<file path="src/rtl/keypad_pkg.sv">
`default_nettype none
// +----------------------------------------------------------------------+
// | Module   : keypad_pkg                                                |
// | Purpose  : Shared constants, debounce-state encoding and a 16-bit    |
// |            population-count helper for the keypad scanner.           |
// | Contents : NUM_ROWS, NUM_COLS, KEY_W, COL_RESET, deb_state_t,        |
// |            popcount16()                                              |
// | Revision : 1.0 - initial release                                     |
// +----------------------------------------------------------------------+
package keypad_pkg;

  localparam int          NUM_ROWS  = 4;
  localparam int          NUM_COLS  = 4;
  localparam int          KEY_W     = 16;
  localparam logic [3:0]  COL_RESET = 4'b1110;

  // Debounce progress: IDLE_CMP before the first completed scan, COUNT while
  // a candidate is accumulating matches, ACCEPT once it has been taken.
  typedef enum logic [1:0] {
    IDLE_CMP = 2'd0,
    COUNT    = 2'd1,
    ACCEPT   = 2'd2
  } deb_state_t;

  function automatic logic [4:0] popcount16(input logic [15:0] v);
    logic [4:0] n;
    n = '0;
    for (int i = 0; i < 16; i++) begin
      n = n + 5'(v[i]);
    end
    return n;
  endfunction

endpackage
`default_nettype wire

</file>
<file path="src/rtl/keypad_scan_if.sv">
`default_nettype none
// +----------------------------------------------------------------------+
// | Module   : keypad_scan_if                                            |
// | Purpose  : Key-result bus from the scanner to the downstream digit   |
// |            encoder.                                                  |
// | Signals  : onehot[15:0] debounced key, key_valid new-key strobe,     |
// |            key_multi multiple-key level                              |
// | Modports : master (scanner drives), slave (consumer reads)           |
// | Revision : 1.0 - initial release                                     |
// +----------------------------------------------------------------------+
interface keypad_scan_if;
  import keypad_pkg::*;

  logic [KEY_W-1:0] onehot;
  logic             key_valid;
  logic             key_multi;

  modport master (output onehot, output key_valid, output key_multi);
  modport slave  (input  onehot, input  key_valid, input  key_multi);

endinterface
`default_nettype wire

</file>
<file path="src/rtl/key_debounce.sv">
`default_nettype none
// +----------------------------------------------------------------------+
// | Module   : key_debounce                                              |
// | Purpose  : Accepts a scan code once it has been seen on              |
// |            DEBOUNCE_SCANS consecutive scans; classifies single vs    |
// |            multiple keys and strobes key_valid on a new key.         |
// | Ports    : clk, rst_n (async active-low), raw[15:0] scan code,       |
// |            scan_done strobe, onehot[15:0], key_valid, key_multi      |
// | Revision : 1.0 - initial release                                     |
// +----------------------------------------------------------------------+
module key_debounce
  import keypad_pkg::*;
#(
  parameter int DEBOUNCE_SCANS = 4
) (
  input  wire logic             clk,
  input  wire logic             rst_n,
  input  wire logic [KEY_W-1:0] raw,
  input  wire logic             scan_done,
  output logic      [KEY_W-1:0] onehot,
  output logic                  key_valid,
  output logic                  key_multi
);

  localparam int               CNT_W   = $clog2(DEBOUNCE_SCANS + 1);
  localparam logic [CNT_W-1:0] CNT_MAX = CNT_W'(DEBOUNCE_SCANS);
  localparam logic [CNT_W-1:0] CNT_ONE = CNT_W'(1);

  deb_state_t       state;
  logic [KEY_W-1:0] cand;
  logic [CNT_W-1:0] cnt;

  logic             changed;
  logic [CNT_W-1:0] cnt_inc;
  logic             accept;

  // On acceptance the candidate always equals raw (either it just matched,
  // or it was just loaded with a one-scan threshold), so raw is the code
  // taken into onehot.
  always_comb begin
    changed = (raw != cand);
    cnt_inc = cnt + CNT_ONE;
    accept  = 1'b0;
    if (scan_done) begin
      if (changed) begin
        accept = (CNT_MAX == CNT_ONE);
      end else begin
        accept = (cnt < CNT_MAX) && (cnt_inc == CNT_MAX);
      end
    end
  end

  always_ff @(posedge clk or negedge rst_n) begin
    if (!rst_n) begin
      state     <= IDLE_CMP;
      cand      <= '0;
      cnt       <= '0;
      onehot    <= '0;
      key_valid <= 1'b0;
      key_multi <= 1'b0;
    end else begin
      key_valid <= 1'b0;
      if (scan_done) begin
        if (changed) begin
          cand <= raw;
          cnt  <= CNT_ONE;
        end else if (cnt < CNT_MAX) begin
          cnt <= cnt_inc;
        end

        if (accept) begin
          state <= ACCEPT;
          if (popcount16(raw) <= 5'd1) begin
            onehot    <= raw;
            key_multi <= 1'b0;
            key_valid <= (raw != '0) && (raw != onehot);
          end else begin
            onehot    <= '0;
            key_multi <= 1'b1;
          end
        end else if (changed || state == IDLE_CMP) begin
          state <= COUNT;
        end
      end
    end
  end

endmodule
`default_nettype wire

</file>
<file path="src/rtl/keypad_scan.sv">
`default_nettype none
// +----------------------------------------------------------------------+
// | Module   : keypad_scan                                               |
// | Purpose  : 4x4 active-low key-matrix scanner: drives one column low  |
// |            at a time, synchronises the row returns, assembles a      |
// |            16-bit scan code and hands it to key_debounce.            |
// | Ports    : clk, rst_n (async active-low), row[3:0] (async input),    |
// |            col[3:0] column drive, key_if (master) result bus         |
// | Revision : 1.0 - initial release                                     |
// +----------------------------------------------------------------------+
module keypad_scan
  import keypad_pkg::*;
#(
  parameter int SCAN_DIV       = 50000,
  parameter int DEBOUNCE_SCANS = 4
) (
  input  wire logic                clk,
  input  wire logic                rst_n,
  input  wire logic [NUM_ROWS-1:0] row,
  output logic      [NUM_COLS-1:0] col,
  keypad_scan_if.master            key_if
);

  localparam int               DIV_W    = $clog2(SCAN_DIV);
  localparam logic [DIV_W-1:0] DIV_LAST = DIV_W'(SCAN_DIV - 1);

  logic [NUM_ROWS-1:0] row_meta;
  logic [NUM_ROWS-1:0] row_sync;
  logic [DIV_W-1:0]    div_cnt;
  logic [1:0]          col_idx;
  logic [11:0]         acc;       // columns 0..2; column 3 merges directly
  logic [KEY_W-1:0]    raw_code;
  logic                scan_done;

  logic                tick;

  // Sampling on the last dwell cycle leaves SCAN_DIV-1 cycles for the
  // matrix and the synchroniser to settle after the column change.
  assign tick = (div_cnt == DIV_LAST);

  always_ff @(posedge clk or negedge rst_n) begin
    if (!rst_n) begin
      row_meta  <= 4'b1111;
      row_sync  <= 4'b1111;
      div_cnt   <= '0;
      col_idx   <= 2'd0;
      col       <= COL_RESET;
      acc       <= '0;
      raw_code  <= '0;
      scan_done <= 1'b0;
    end else begin
      row_meta  <= row;
      row_sync  <= row_meta;
      scan_done <= 1'b0;

      if (tick) begin
        div_cnt <= '0;
        col     <= {col[NUM_COLS-2:0], col[NUM_COLS-1]};
        col_idx <= col_idx + 2'd1;
        case (col_idx)
          2'd0:    acc[3:0]  <= ~row_sync;
          2'd1:    acc[7:4]  <= ~row_sync;
          2'd2:    acc[11:8] <= ~row_sync;
          default: begin
            raw_code  <= {~row_sync, acc};
            scan_done <= 1'b1;
          end
        endcase
      end else begin
        div_cnt <= div_cnt + DIV_W'(1);
      end
    end
  end

  logic [KEY_W-1:0] deb_onehot;
  logic             deb_valid;
  logic             deb_multi;

  key_debounce #(
    .DEBOUNCE_SCANS(DEBOUNCE_SCANS)
  ) u_key_debounce (
    .clk       (clk),
    .rst_n     (rst_n),
    .raw       (raw_code),
    .scan_done (scan_done),
    .onehot    (deb_onehot),
    .key_valid (deb_valid),
    .key_multi (deb_multi)
  );

  assign key_if.onehot    = deb_onehot;
  assign key_if.key_valid = deb_valid;
  assign key_if.key_multi = deb_multi;

endmodule
`default_nettype wire

</file>
<file path="src/flat_wrapper.sv">
// flat-port wrapper written by rule: the top's interface ports become plain ports
module keypad_scan_flat import keypad_pkg::*;
#(
  parameter int SCAN_DIV       = 50000,
  parameter int DEBOUNCE_SCANS = 4
)
  (clk, rst_n, row, col, key_if_onehot, key_if_key_valid, key_if_key_multi);
  keypad_scan_if key_if_i ();
  input  wire logic clk;
  input  wire logic rst_n;
  input  wire logic [NUM_ROWS-1:0] row;
  output logic      [NUM_COLS-1:0] col;
  output wire logic [$bits(key_if_i.onehot)-1:0] key_if_onehot;
  output wire logic [$bits(key_if_i.key_valid)-1:0] key_if_key_valid;
  output wire logic [$bits(key_if_i.key_multi)-1:0] key_if_key_multi;
  assign key_if_onehot = key_if_i.onehot;
  assign key_if_key_valid = key_if_i.key_valid;
  assign key_if_key_multi = key_if_i.key_multi;
  keypad_scan #(.SCAN_DIV(SCAN_DIV), .DEBOUNCE_SCANS(DEBOUNCE_SCANS)) u_core (.clk(clk), .rst_n(rst_n), .row(row), .col(col), .key_if(key_if_i));
endmodule
</file>
<file path="config.mk">
export PLATFORM = sky130hd
export DESIGN_NAME = keypad_scan_flat
export DESIGN_NICKNAME = d
export VERILOG_FILES = /design/src/rtl/keypad_pkg.sv /design/src/rtl/keypad_scan_if.sv /design/src/rtl/key_debounce.sv /design/src/rtl/keypad_scan.sv /design/src/flat_wrapper.sv
export SDC_FILE = /design/constraint.sdc
export NUM_CORES = 1
export LEC_CHECK = 0
export ABC_CLOCK_PERIOD_IN_PS = 3900
export BUFFER_PORTS_ARGS = -buffer_cell sky130_fd_sc_hd__buf_2
export CAP_MARGIN = 20
export CORE_ASPECT_RATIO = 0.75
export CORE_MARGIN = 5
export CORE_UTILIZATION = 54
export DETAILED_ROUTE_END_ITERATION = 10
export PLACE_DENSITY = 0.75
export SETUP_SLACK_MARGIN = 0.2
export SLEW_MARGIN = 20
export SYNTH_ARGS = -nofsm -noshare
export SYNTH_HDL_FRONTEND = slang
export SYNTH_SLANG_ARGS = --single-unit
</file>
<file path="constraint.sdc">
create_clock -name clk -period 3.9 [get_ports clk]
set_input_delay 0.585 -clock clk [delete_from_list [all_inputs] [get_ports clk]]
set_output_delay 0.585 -clock clk [all_outputs]
set_load 0.1 [all_outputs]
</file>
Yosys cells after proc, flatten, opt, wreduce, memory -nomap -nowiden
Index checks and enable logic that the tools add are counted.
{"block": "totals", "reg_bits": 96, "latchBits": 0, "mem_bits_rw": 0, "mem_bits_ro": 0, "out_inout_bits": 22, "wordCells": 68, "mem_count": 0}
{"block": "classes", "add_sub_neg": 18, "n_mul": 0, "div_mod_pow": 0, "n_lt_le_gt_ge": 2, "n_eq_ne": 6, "shift": 0, "mux": 12, "n_bitwise": 2, "reduce_logical": 13}
{"cell": "5-bit by 1-bit adder with 5-bit output", "n": 11}
{"cell": "16-bit 2-to-1 mux", "n": 2}
{"cell": "16-bit inequality test", "n": 2}
{"cell": "16-bit by 1-bit adder with 16-bit output, second input constant", "n": 1}
{"cell": "16-bit == test, second input constant", "n": 1}
{"cell": "16-bit nonzero test", "n": 1}
{"cell": "2-bit AND reduction", "n": 7}
{"cell": "1-bit 2-to-1 mux", "n": 8}
{"cell": "3-bit 2-to-1 mux", "n": 2}
{"cell": "4-bit by 1-bit adder with 5-bit output", "n": 1}
{"cell": "5-bit by 1-bit <= comparator with 1-bit output, second input constant", "n": 1}
{"cell": "3-bit by 1-bit adder with 4-bit output", "n": 1}
{"cell": "4-bit NOT", "n": 1}
{"cell": "2-bit by 1-bit adder with 3-bit output", "n": 1}
{"cell": "3-bit by 1-bit adder with 3-bit output, second input constant", "n": 1}
{"cell": "3-bit == test, second input constant", "n": 1}
{"cell": "3-bit < comparator, second input constant", "n": 1}
{"cell": "3-bit OR reduction", "n": 1}
{"cell": "1-bit by 1-bit adder with 2-bit output", "n": 1}
{"cell": "2-bit by 1-bit adder with 2-bit output, second input constant", "n": 1}
{"cell": "2-bit by 1-bit == test with 1-bit output, second input constant", "n": 1}
{"cell": "2-bit == test, second input constant", "n": 1}
{"cell": "1-bit logical AND", "n": 2}
{"cell": "2-bit zero test", "n": 1}
{"cell": "2 further kinds", "n": 2}

Depth between registers and ports, before layout
{"block": "depth", "depth_word": 19, "ltp_mapped": 13, "ltp_nobuf": 12}

Cells and area by module
From an unflattened synthesis, not the netlist that was laid out.
{"block": "hier_totals", "cells_unflattened": 394, "hier_area_um2": 4584.4}
{"module": "keypad_scan", "instances": 1, "cells_each": 192, "area_per_inst_um2": 2358.5, "seq_area_each_um2": 1490.2}
{"module": "key_debounce", "instances": 1, "cells_each": 202, "area_per_inst_um2": 2225.9, "seq_area_each_um2": 925.9}

Least setup slack after synthesis
OpenSTA, ideal clock, no wires.
{"block": "synth_timing", "path_kind": "reg-to-reg", "start": "register u_core.raw_code[0]", "end": "register u_core.u_key_debounce.onehot[10]", "setup_time_ns": 0.095, "t_arrival_ns": 3.839, "setup_slack_ns": -0.035, "stages_incl_launch_ff": 13, "path_buffers": 1, "cell_sequence": "dfrtp_1 -> fa_1 -> inv_1 -> fa_1 -> fa_1 -> fa_1 -> inv_1 -> ha_1 -> fa_1 -> nor3_1 -> nand2_1 -> clkbuf_1 -> o31ai_1"}
{"block": "synth_between", "elab_chain_cells": 17}
{"element": "from (decl)", "line_no": "keypad_scan.sv:32", "rtl": "logic [KEY_W-1:0] raw_code;"}
{"element": "from (signal assigned)", "line_no": "keypad_scan.sv:65", "rtl": "raw_code <= {~row_sync, acc};"}
{"element": "1-bit by 1-bit adder with 2-bit output", "line_no": "keypad_pkg.sv:29", "rtl": "n = n + 5'(v[i]);"}
{"element": "2-bit by 1-bit adder with 3-bit output", "line_no": "keypad_pkg.sv:29"}
{"element": "3-bit by 1-bit adder with 4-bit output", "line_no": "keypad_pkg.sv:29"}
{"element": "4-bit by 1-bit adder with 5-bit output", "line_no": "keypad_pkg.sv:29"}
{"element": "5-bit by 1-bit adder with 5-bit output (11 in a row)", "line_no": "keypad_pkg.sv:29"}
{"element": "5-bit by 1-bit <= comparator with 1-bit output", "line_no": "key_debounce.sv:73", "rtl": "if (popcount16(raw) <= 5'd1) begin"}
{"element": "16-bit 2-to-1 mux", "line_no": "key_debounce.sv:73"}
{"element": "to (signal assigned)", "line_no": "key_debounce.sv:74", "rtl": "onehot <= raw;"}
{"element": "to (decl)", "line_no": "key_debounce.sv:20", "rtl": "output logic [KEY_W-1:0] onehot,"}
Several ways; a longest one is shown, not always the timed one.
A chain may end at the register's enable or synchronous reset.

Worst setup path in the final report
{"block": "layout_timing", "start": "register u_core.raw_code[1]", "end": "register u_core.u_key_debounce.onehot[1]"}
Same word-level chain as after synthesis.

==> results.json <==
{
  "worst_skew_pair.late_latency_ns": 0.36,
  "cts_hold_buf": 0,
  "worstSetupPathType": "flip-flop to flip-flop",
  "worst_pin_slew_ns": 0.9403,
  "synth_top_cell_area_share_pct": 47.46,
  "whs_path_depth": 1,
  "cts_tree": "built",
  "crit_path_max_fanout": 8,
  "r2r_cells": 12,
  "critPathMaxStageDelay_ns": 0.56,
  "track_usage_pct": 20.00,
  "cp.required_ns": 4.16,
  "regToRegSetupSlack_ns": 0.03,
  "async_flop_share_pct": 100.0,
  "fin_util_pct": 64.05,
  "num_vias": 3029,
  "power_density_mw_per_mm2": 329.5,
  "detail-route-antenna-nets": 0,
  "first_iter_violations": 199,
  "crit_path_start_kind": "flip-flop",
  "grt_pass1_vias": 3028,
  "syn_area_sq_mm": 0.004482,
  "die_h_um": 88.90,
  "intPower_mw": 1.307,
  "syn_to_final_growth_pct": 14.15,
  "leakage_nw": 2.500,
  "drt_wl_total_um": 9277,
  "grt_setup_unrepaired": "yes",
  "timing.critical_path.mode_cell": "fa_1",
  "synth.avg_cell_area_sq_um": 11.46,
  "start_util_pct": 56.11,
  "crit_path_end_kind": "flip-flop",
  "h-tree-depth": 3,
  "whs_endpoint": "u_core.row_meta[3]",
  "crit_slowest_cell": "fa_1",
  "hp-start": "row[3]",
  "slew_headroom_pct": 37.32,
  "numCtsBuffers": 9,
  "peakVddDrop_mv": 0.2463,
  "nNetsFinal": 464,
  "syn_nets": 420,
  "drive_gt1_share_pct": 25.91,
  "wire_per_inst_um": 17.02,
  "status": "finished clean",
  "synthMuxAreaShare_pct": 5.500,
  "pin_count": 28,
  "cap_viol_max_count": 0,
  "rr_startpoint": "u_core.raw_code[1]",
  "power_frac_seq_pct": 59.7,
  "ys_warn_count": 0,
  "r2r_end": "u_core.u_key_debounce.onehot[1]",
  "crit_arrival_ns": 4.13,
  "synthFlopType": "dfrtp_1",
  "fillers": 625,
  "ys_ff_latch": 96,
  "vias_per_cell": 5.558,
  "clock-sinks": 96,
  "max_freq_mhz": 258.5,
  "finalHoldViolCount": 0,
  "core_sq_mm": 0.007988,
  "first_pass_iters": 4,
  "grt_start_max_net_pins": 79,
  "period_share_pct": 99.19,
  "row_count": 28,
  "synth_edf_count": 0,
  "syn_inst": 391,
  "synth_xor_area_share_pct": 8.989,
  "synth-compound-area-share_pct": 8.682,
  "antenna_found_initial": 0,
  "numPortBuffers": 27,
  "grt_pass1_wl_um": 15590,
  "comb_power_share_pct": 1.3,
  "ys_top_cells_by_area": "dfrtp_1 47%, dfstp_2 6.4%, mux2_2 5.3%",
  "fin_skew_ns": 0.01430,
  "gp_congestion": 0.8966,
  "hold_ws_ns": 0.3076,
  "fin_crit_ns": 3.869,
  "crit_chain": "fa_1, inv_2, fa_1, fa_1, fa_1, inv_1, ha_2, fa_1, nor3_2, nand2_2, buf_6, o31ai_2",
  "slew_viol_final": 0,
  "fp.dieArea_sq_mm": 0.01024,
  "yosysTopAreaCell": "dfrtp_1",
  "synth_cell_types": 35,
  "synth-adder-area-share_pct": 8.096,
  "drc": 0,
  "antennaDiodeCount": 0,
  "yosys.area_share.simple_pct": 10.64,
  "hpwl_um": 6575,
  "power.switching_uw": 378.7,
  "setup-violations-final": 0,
  "cts_root_buffer": "clkbuf_8",
  "synth_top_family_by_area": "simple AND/OR/NAND/NOR gates",
  "path_clk_slew_ns": 0.10,
  "clock_path_buffers": 2,
  "synth-seq-area-share_pct": 53.91,
  "die_w_um": 115.2,
  "switching_share_pct": 22.47,
  "grt_overflow": 0,
  "clkPwrFrac_pct": 39.1,
  "hold_path_class": "primary input to flip-flop"
}
## worst max-delay path by stage
| stage | from | endpoint | slack (ns) | cells after the start |
|---|---|---|---|---|
| after floorplan | u_core.raw_code[1] | u_core.u_key_debounce.onehot[10] | 0.16 | 12 |
| after CTS | u_core.raw_code[1] | u_core.u_key_debounce.onehot[11] | 0.04 | 12 |
| final | u_core.raw_code[1] | u_core.u_key_debounce.onehot[1] | 0.03 | 12 |
| after global placement | u_core.raw_code[1] | u_core.u_key_debounce.onehot[0] | 0.16 | 12 |
| after detailed placement | u_core.raw_code[1] | u_core.u_key_debounce.onehot[3] | 0.009 | 12 |
| after global routing | u_core.raw_code[1] | u_core.u_key_debounce.onehot[7] | -0.08 | 12 |
## per-layer routing
metal / global-route usage (%) / part of all wire (%) / vias up
met3: 5.751 / 7.2 / 16
met4: 7.249 / 1.8 / 0
met2: 29.73 / 44 / 98
met5: 0 / 0 / -
met1: 28.34 / 47 / 1490
li1: - / - / 1425
## registers in the layout, summed over array words and instances, names as in the netlist
| name | cells |
|---|---|
| u_core.div_cnt | 16 |
| u_core.raw_code | 16 |
| u_core.u_key_debounce.cand | 16 |
| u_core.u_key_debounce.onehot | 16 |
| u_core.acc | 12 |
| u_core.col | 4 |
| u_core.row_meta | 4 |
| u_core.row_sync | 4 |
| u_core.u_key_debounce.cnt | 3 |
| u_core.col_idx | 2 |
| u_core.scan_done | 1 |
| u_core.u_key_debounce.key_multi | 1 |
| u_core.u_key_debounce.key_valid | 1 |
## cells by family (layout without fill, tap and decap cells)
| group | count (synthesis) | after routing |
|---|---|---|
| compound gates | 69 | 69 |
| xor+xnor | 46 | 46 |
| fa+ha+maj | 23 | 23 |
| buf+inv | 46 | 95 |
| flops | 96 | 96 |
| mux | 22 | 22 |
| simple gates | 89 | 89 |
## stage by stage
stage	setup slack (ns)	area, sq um	total power [mW]	instances	TNS (ns)
4_1_cts	0.04043	5081	1.703	544	0
2_1_floorplan	0.1604	4502	1.024	391	0
3_3_place_gp	0.1643	4825	1.047	527	0
3_5_place_dp	0.008719	4825	1.048	527	0
6_report	0.03145	5116	1.686	545	0
5_1_grt	-0.07706	5116	1.753	545	-0.7997
## worst max-delay path: cells and delay by family (launching register included)
family / cells / cell delay (ns)
compound gates: 1 / 0.20
fa+ha+maj: 6 / 2.62
buf+inv: 3 / 0.26
flops: 1 / 0.41
simple gates: 2 / 0.29
## placed cells by master (no fill, tap or decap), types with 10 or more instances in the layout
| cell type | instances |
|---|---|
| fa_1 | 10 |
| o21ai_1 | 11 |
| dfrtp_1 | 85 |
| ha_1 | 12 |
| buf_2 | 26 |
| o21ai_0 | 37 |
| xnor2_1 | 24 |
| nand3_1 | 17 |
| xor2_1 | 22 |
| buf_4 | 18 |
| inv_1 | 31 |
| mux2_2 | 21 |
| nand2_1 | 26 |
| dfstp_2 | 11 |
## cell usage after synthesis, types with 6 or more instances
cell,instances
xnor2_1,24
nand3_1,17
dfstp_2,11
xor2_1,22
fa_1,10
nand4_1,7
nand2_1,27
clkbuf_1,6
buf_2,6
ha_1,13
dfrtp_1,85
inv_1,32
nor2_1,9
mux2_2,21
o21ai_1,10
o31ai_1,16
nor4_1,10
o21ai_0,38
## area by class of cell
| cell class | instances | area [sq um] | area share, % |
|---|---|---|---|
| sequential | 96 | 2416 | 47.22 |
| multi-input combinational | 249 | 1953 | 38.18 |
| timing repair buffer | 46 | 287.8 | 5.625 |
| tap | 105 | 131.4 | 2.568 |
| clock buffer | 9 | 123.9 | 2.421 |
| inverter | 33 | 123.9 | 2.421 |
| clock inverter | 7 | 80.08 | 1.565 |
## repair_timing
| item | CTS | global route |
|---|---|---|
| endpoints found under the setup margin | 16 | 18 |
| cloned | 0 | 0 |
| gates resized for setup | 9 | 6 |
| buffers inserted | 1 | 1 |
| pin swaps | 1 | 1 |
## power groups by stage
stage	logic (mW)	registers, mW	clock network (mW)
floorplan	0.00000516	1.02	0
global placement	0.0226	1.02	0
detailed placement	0.0231	1.03	0
CTS	0.0230	1.01	0.674
global route	0.0266	1.01	0.719
finish	0.0215	1.01	0.658
Note: power is estimated with default switching activity, not from simulation.
